[src/rtl/exe_stage.sv]
// Execute stage: ID/EX pipeline register, combinational ALU and an iterative
// shift-add multiplier that holds decode while a MUL is in flight.
module exe_stage #(
  parameter int DW         = 32,
  parameter int ENABLE_MUL = 1
) (
  input  logic          clk,
  input  logic          rst,
  input  logic [4:0]    id_destR,
  input  logic [DW-1:0] id_inA,
  input  logic [DW-1:0] id_inB,
  input  logic [DW-1:0] id_imm,
  input  logic [3:0]    id_aluc,
  input  logic          id_aluimm,
  input  logic          id_wreg,
  input  logic          id_m2reg,
  input  logic          id_wmem,
  input  logic [3:0]    ID_ins_type,
  input  logic [3:0]    ID_ins_number,
  output logic [4:0]    ex_destR,
  output logic [DW-1:0] ex_inB,
  output logic [DW-1:0] ex_aluR,
  output logic          ex_wreg,
  output logic          ex_m2reg,
  output logic          ex_wmem,
  output logic [3:0]    EXE_ins_type,
  output logic [3:0]    EXE_ins_number,
  output logic          ex_stall
);

  localparam int CW = (DW > 1) ? $clog2(DW) : 1;

  logic [4:0]    dest_reg;
  logic [DW-1:0] ina_reg;
  logic [DW-1:0] inb_reg;
  logic [DW-1:0] imm_reg;
  logic [3:0]    aluc_reg;
  logic          aluimm_reg;
  logic          wreg_reg;
  logic          m2reg_reg;
  logic          wmem_reg;
  logic [3:0]    type_reg;
  logic [3:0]    num_reg;

  logic [DW-1:0] a_op;
  logic [DW-1:0] b_op;
  logic [DW-1:0] alu_result;
  logic [DW-1:0] mul_result;
  logic          mul_stall;

  always_ff @(posedge clk or negedge rst) begin
    if (!rst) begin
      dest_reg   <= '0;
      ina_reg    <= '0;
      inb_reg    <= '0;
      imm_reg    <= '0;
      aluc_reg   <= '0;
      aluimm_reg <= 1'b0;
      wreg_reg   <= 1'b0;
      m2reg_reg  <= 1'b0;
      wmem_reg   <= 1'b0;
      type_reg   <= '0;
      num_reg    <= '0;
    end else if (!mul_stall) begin
      dest_reg   <= id_destR;
      ina_reg    <= id_inA;
      inb_reg    <= id_inB;
      imm_reg    <= id_imm;
      aluc_reg   <= id_aluc;
      aluimm_reg <= id_aluimm;
      wreg_reg   <= id_wreg;
      m2reg_reg  <= id_m2reg;
      wmem_reg   <= id_wmem;
      type_reg   <= ID_ins_type;
      num_reg    <= ID_ins_number;
    end
  end

  assign a_op = ina_reg;
  assign b_op = aluimm_reg ? imm_reg : inb_reg;

  always_comb begin
    alu_result = a_op + b_op;
    case (aluc_reg)
      4'd1:  alu_result = a_op - b_op;
      4'd2:  alu_result = a_op & b_op;
      4'd3:  alu_result = a_op | b_op;
      4'd4:  alu_result = a_op ^ b_op;
      4'd5:  alu_result = ~(a_op | b_op);
      4'd6:  alu_result = ($signed(a_op) < $signed(b_op)) ? DW'(1) : '0;
      4'd7:  alu_result = (a_op < b_op) ? DW'(1) : '0;
      4'd8:  alu_result = b_op << a_op[4:0];
      4'd9:  alu_result = b_op >> a_op[4:0];
      4'd10: alu_result = $signed(b_op) >>> a_op[4:0];
      4'd11: alu_result = {b_op[DW-17:0], 16'b0};
      4'd12: alu_result = (ENABLE_MUL != 0) ? mul_result : (a_op + b_op);
      default: alu_result = a_op + b_op;
    endcase
  end

  generate
    if (ENABLE_MUL != 0) begin : g_mul
      localparam logic [0:0] IDLE = 1'b0;
      localparam logic [0:0] BUSY = 1'b1;

      logic [0:0]    state_reg, state_next;
      logic [CW-1:0] cnt_reg, cnt_next;
      logic [DW-1:0] acc_reg, acc_next;
      logic          done_reg, done_next;
      logic          is_mul;
      logic [CW-1:0] step_idx;
      logic [DW-1:0] step_base;
      logic [DW-1:0] step_sum;

      assign is_mul = (aluc_reg == 4'd12);

      // Bit 0 is accumulated on the IDLE->BUSY edge from a zero accumulator,
      // so the DW-th step lands on the last stall cycle.
      always_comb begin
        step_idx  = (state_reg == BUSY) ? cnt_reg : '0;
        step_base = (state_reg == BUSY) ? acc_reg : '0;
        step_sum  = step_base + (b_op[step_idx] ? (a_op << step_idx) : '0);
      end

      always_comb begin
        state_next = state_reg;
        cnt_next   = cnt_reg;
        acc_next   = acc_reg;
        done_next  = done_reg;
        case (state_reg)
          IDLE: begin
            if (done_reg) begin
              done_next = 1'b0;
            end else if (is_mul) begin
              acc_next   = step_sum;
              cnt_next   = CW'(1);
              state_next = BUSY;
            end
          end
          default: begin
            acc_next = step_sum;
            cnt_next = cnt_reg + CW'(1);
            if (cnt_reg == CW'(DW - 1)) begin
              cnt_next   = '0;
              state_next = IDLE;
              done_next  = 1'b1;
            end
          end
        endcase
      end

      always_ff @(posedge clk or negedge rst) begin
        if (!rst) begin
          state_reg <= IDLE;
          cnt_reg   <= '0;
          acc_reg   <= '0;
          done_reg  <= 1'b0;
        end else begin
          state_reg <= state_next;
          cnt_reg   <= cnt_next;
          acc_reg   <= acc_next;
          done_reg  <= done_next;
        end
      end

      assign mul_stall  = (state_reg == BUSY) | (is_mul & ~done_reg);
      assign mul_result = acc_reg;
    end else begin : g_no_mul
      assign mul_stall  = 1'b0;
      assign mul_result = '0;
    end
  endgenerate

  assign ex_stall       = mul_stall;
  assign ex_destR       = dest_reg;
  assign ex_inB         = inb_reg;
  assign ex_aluR        = alu_result;
  assign ex_wreg        = wreg_reg & ~mul_stall;
  assign ex_m2reg       = m2reg_reg & ~mul_stall;
  assign ex_wmem        = wmem_reg & ~mul_stall;
  assign EXE_ins_type   = type_reg;
  assign EXE_ins_number = num_reg;

endmodule

[config.mk]
export PLATFORM = sky130hd
export DESIGN_NAME = exe_stage
export DESIGN_NICKNAME = d
export VERILOG_FILES = /design/src/rtl/exe_stage.sv
export SDC_FILE = /design/constraint.sdc
export NUM_CORES = 1
export LEC_CHECK = 0
export ABC_AREA = 1
export CORE_MARGIN = 3
export CORE_UTILIZATION = 35
export CTS_CLUSTER_DIAMETER = 60
export DETAILED_ROUTE_END_ITERATION = 16
export SYNTH_ARGS = -nofsm -noshare
export SYNTH_HDL_FRONTEND = slang
export SYNTH_SLANG_ARGS = --single-unit
[constraint.sdc]
create_clock -name clk -period 8 [get_ports clk]
set_input_delay 1.6 -clock clk [delete_from_list [all_inputs] [get_ports clk]]
set_output_delay 1.6 -clock clk [all_outputs]
set_load 0.02 [all_outputs]
# --- After elaboration in Yosys (flattened, before gate mapping) ---
# Index checks and enable logic that the tools add are counted.
totals:
  register_bits: 156
  output_inout_bits: 81
  wordCells: 76
  input_bits: 119
classes:
  n_lt_le_gt_ge: 3
  addsub: 4
  n_eq_ne: 15
  shifts: 4
  n_bitwise: 11
  n_reduce_logical: 2
  n_mux: 22
op_table:
  columns: ["op", "n"]
  rows:
  - ["$pmux W32 S12", 1]
  - ["$mux W32", 6]
  - ["$add A32 B32 Y32", 2]
  - ["$lt A32 B32 Y1", 2]
  - ["$shl A32 B5 Y32", 2]
  - ["$and A32 B32 Y32", 1]
  - ["$not A32 Y32", 1]
  - ["$or A32 B32 Y32", 1]
  - ["$shr A32 B5 Y32", 1]
  - ["$sshr A32 B5 Y32", 1]
  - ["$sub A32 B32 Y32", 1]
  - ["$xor A32 B32 Y32", 1]
  - ["$mux W5", 5]
  - ["$eq A4 B4 Y1 const B", 5]
  - ["$eq A4 B3 Y1 const B", 4]
  - ["$mux W1", 9]
  - ["$eq A4 B2 Y1 const B", 2]
  - ["$lt A5 B6 Y1 const B", 1]
  - ["$add A5 B1 Y5 const B", 1]
  - ["$bmux W1 S5", 1]
  - ["$eq A5 B5 Y1 const B", 1]
  - ["$and A1 B1 Y1", 4]
  - ["$eq A4 B1 Y1 const B", 1]
  - ["$ne A2 B1 Y1 const B", 1]
  - ["5 further kinds", 6]

# --- Logic depth before layout (Yosys ltp) ---
logic_depth:
  depth_word: 8
  mapped_depth: 27
  depth_no_buf: 24

# --- Least setup slack after synthesis ---
# OpenSTA, ideal clock, no wires.
synth_timing:
  path_type: "reg2out"
  start: "reg ina_reg[2] (netlist: a_op[2])"
  end: "out ex_aluR[0]"
  stages_incl_launch_ff: 19
  t_required_ns: 6.400
  path_buffers: 4
  arrival_time_ns: 2.871
  path_slack_ns: 3.529
  path_cell_list: "dfrtp_1 > inv_1 > buf_2 > buf_2 > clkbuf_1 > ha_1 > buf_6 > or2_4 > o21ai_4 > nand3_1 > nand2_2 > nand2_1 > nand2_2 > nand3b_2 > nand3_1 > nand3_1 > nor2_1 > nor2_1 > nor2_1"
synth_via:
  elab_chain_len: 3
  word_cells_on_any_way: 8
  cone_classes: "order compare: 2; shift: 3; mux: 3"
synth_rtl:
  columns: ["item", "line_no", "rtl"]
  rows:
  - ["from (decl)", "34", "logic [DW-1:0] ina_reg;"]
  - ["from (signal assigned)", "66", "ina_reg <= id_inA;"]
  - ["$lt A32 B32 Y1 (on tied branches)", "91, 90", null]
  - ["$mux W1 (on tied branches)", "91, 90", null]
  - ["$pmux W32 S12 (*)", "84", "case (aluc_reg)"]
  - ["to (decl)", "22", "output logic [DW-1:0] ex_aluR,"]
# Mark *: on every way between the ends. The rest lies on a longest branch, timed or not.

# --- Worst setup path after layout ---
layout_timing:
  start: "reg aluimm_reg"
  end: "out ex_aluR[23]"
layout_via:
  elab_chain_len: 4
  word_cells_on_any_way: 11
  cone_classes: "add/sub: 2; shift: 3; mux: 2; bitwise: 4"
layout_rtl:
  columns: ["item", "line_no", "rtl"]
  rows:
  - ["from (decl)", "38", "logic aluimm_reg;"]
  - ["from (signal assigned)", "70", "aluimm_reg <= id_aluimm;"]
  - ["$mux W32 (*)", "80", "assign b_op = aluimm_reg ? imm_reg : inb_reg;"]
  - ["parallel branches: the longest is 2 deep, another holds $add A32 B32 Y32", null, null]
  - ["$pmux W32 S12 (*)", "84", null]
# Every way passes the cells marked *.

==> qor.csv <==
stage;metric;value;unit
grt;grt_remaining_overflow;0;
placement;port_buffers;199;
die;die-area;0.05967;mm²
route;drc;0;
critical_path;crit_fanout;20;
yosys;synth_area;0.01987;mm²
finish;fill_cells;6229;
critical_path;critPathKind;reg2out;
die;rows;86;
clock_tree;clk_latency;450;ps
timing;min_period;6555;ps
clock_tree;cts_tree;done;
critical_path;crit_required;6400;ps
clock_tree;cts_hold_buf;0;
grt;grt_usage;31.28;%
route;wl_per_cell;22.99;µm
placement;gp_congestion;1.057;
timing;slew_headroom;15.46;%
finish;layout-drive-gt1-share;5.646;%
die;die_h;244.3;µm
run;cap_violations;0;
route;num_vias;23650;
die;core_area;0.05563;mm²
timing;rsz0062_at_grt;no;
timing;skew;17.29;ps
die;initial_core_util;35.72;%
grt;grt_max_degree;116;
finish;syn_to_final_growth;14.44;%
timing;worstMarginPinSlew;1257;ps
route;avgViaCountPerCell;5.625;
clock_tree;cts_buffers;17;
yosys;async_reset_ff_share;100.0;%
critical_path;startpoint_type;register;
yosys;synth_ff_type;dfrtp_1;
yosys;ys_top_cells_by_count;nand2_1 (1131), nand3_1 (300), inv_1 (293), o21ai_0 (259), nor2_1 (230);
yosys;synth.area.top_cells;nand2_1 (21%), dfrtp_1 (20%), ha_1 (8.1%);
yosys;netlist_instances;3364;
clock_tree;cts_setup_buffers;0;
clock_tree;clk_pin_slew;70;ps
yosys;syn-num-nets;3615;
route;totalWireLength;96.64;mm
die;fp.dieW;244.3;µm
placement;hpwl;79.09;mm
timing;min_period_over_period;81.93;%
clock_tree;cts_resized;0;
grt;grt_pass1_vias;21690;
yosys;ys_ff_latch;156;
yosys;yosys.area.top_type;nand2_1;
route;first_pass_iters;8;
timing;fmax;152.6;MHz
finish;nets;3692;
timing;final.setup.tns;0;ps
route;ant_nets;0;
yosys;ys_types;62;
timing;slew_violations;0;
timing;hold_viol;0;
yosys;synth_top_area_share;21.36;%
yosys;yosysWarningCount;0;
outcome;outcome;completed;
yosys;synth_edf_count;0;
clock_tree;clockBufferDepth;2;
yosys;avgSynthCellArea;5.907;µm²
timing;finalSetupViolations;0;
clock_tree;cts_num_sinks;156;
critical_path;endpoint_kind;primary output;
route;drt_iter0_markers;3072;
clock_tree;htreeDepth;4;
grt;antenna_found_initial;4;
die;ios;200;
hold_path;hp-class;reg2reg;
yosys;ys_seq_area_share;19.64;%
grt;grt_first_pass_wirelength;140.2;mm
critical_path;cp_data_arrival_time;4950;ps
clock_tree;clockRootBuffer;clkbuf_16;
yosys;synth.most_common_cell;nand2_1;
==> per-stage QoR <==
step	instance area (µm²)	setup slack [ps]	hold WS (ps)	std cells	util [%]
after floorplan	19870	3529	441.7	3364	-
after global placement	22150	1992	453.2	4170	39.82
after detailed placement	22150	2055	460.5	4170	39.82
after CTS	22740	1554	477.5	4202	40.87
after global routing	22740	1177	493.7	4204	40.88
final	22740	1445	475.8	4204	40.88
==> layout make-up <==
class                           count  area, µm²  share of cell area (%)
Inverter                          313       1181                   5.194
Sequential cell                   156       3908                   17.18
Multi-Input combinational cell   2725      13900                   61.13
Clock buffer                       18      429.2                   1.887
Clock inverter                     14      157.7                  0.6932
Antenna cell                        2      5.005                 0.02201
Tap cell                          748      935.9                   4.115
Timing Repair Buffer              228       2223                   9.777
==> cell families after synthesis <==
family	Yosys count	synth area share [%]
xor+xnor	26	1.146
buf+inv	483	10.43
simple gates	1850	39.44
fa+ha+maj	132	8.425
compound gates	709	20.51
mux	8	0.4030
flops	156	19.64
==> layer usage <==
metal	vias up	part of all wire, %	global-route usage, %
met4	4	6.0	16.07
met5	-	0.026	0
met3	205	9.7	5.603
met2	1216	43	47.48
li1	11230	-	-
met1	10990	42	42.39
==> worst paths after layout <==
check	startpoint	to	slack, ps	cells past startpoint
setup / recovery	aluimm_reg	ex_aluR[23]	1450	18
hold / removal	ex_destR[3]	ex_destR[3]	480	2
setup reg to reg	g_mul.state_reg	g_mul.acc_reg[26]	2770	20
hold reg to reg	ex_destR[3]	ex_destR[3]	480	2
max in group asynchronous	rst	a_op[3]	5880	2
min in group asynchronous	rst	g_mul.acc_reg[25]	1070	1
==> worst max-delay path, cell delays in order, from the launching register on <==
cell             delay [ps]
dfrtp_1                 730
buf_4                   350
nand2_1                 120
nand2_2                 220
inv_1                   160
ha_1                    510
inv_1                   120
a21oi_1                 400
o21ai_0                 150
a21oi_1                 140
nand2_1                 160
nand2_1                 120
nand2_1                 140
nand2_1                 130
nand2_1                  80
nand2_1                 100
nand3_1                  90
nand4_1                 150
clkdlybuf4s50_1         620
==> cell usage in the layout, fill, tap and decap left out, types with 11 or more instances in the layout <==
| cell type | netlist | layout |
|---|---|---|
| o21ai_2 | 12 | 12 |
| o21bai_1 | 11 | 11 |
| o211ai_1 | 32 | 32 |
| inv_1 | 293 | 291 |
| dfrtp_1 | 156 | 153 |
| a21oi_1 | 189 | 189 |
| nor2_1 | 230 | 230 |
| a21o_1 | 11 | 11 |
| xor2_1 | 15 | 15 |
| nor3_1 | 32 | 32 |
| clkbuf_16 | 0 | 17 |
| o21ai_1 | 78 | 78 |
| nand4_1 | 36 | 36 |
| nand2_1 | 1131 | 1131 |
| xnor2_1 | 11 | 11 |
| nand2_2 | 61 | 61 |
| ha_1 | 129 | 129 |
| buf_4 | 9 | 28 |
| a31oi_1 | 24 | 24 |
| o21ai_0 | 259 | 259 |
| nand3_1 | 300 | 300 |
| o21a_1 | 19 | 19 |
| inv_2 | 18 | 18 |
| clkdlybuf4s50_1 | 0 | 198 |
| o22ai_1 | 18 | 18 |
Power is left out: the tool's default activity adds up to more than one toggle a clock period on the data nets, which glitch-free logic cannot reach.
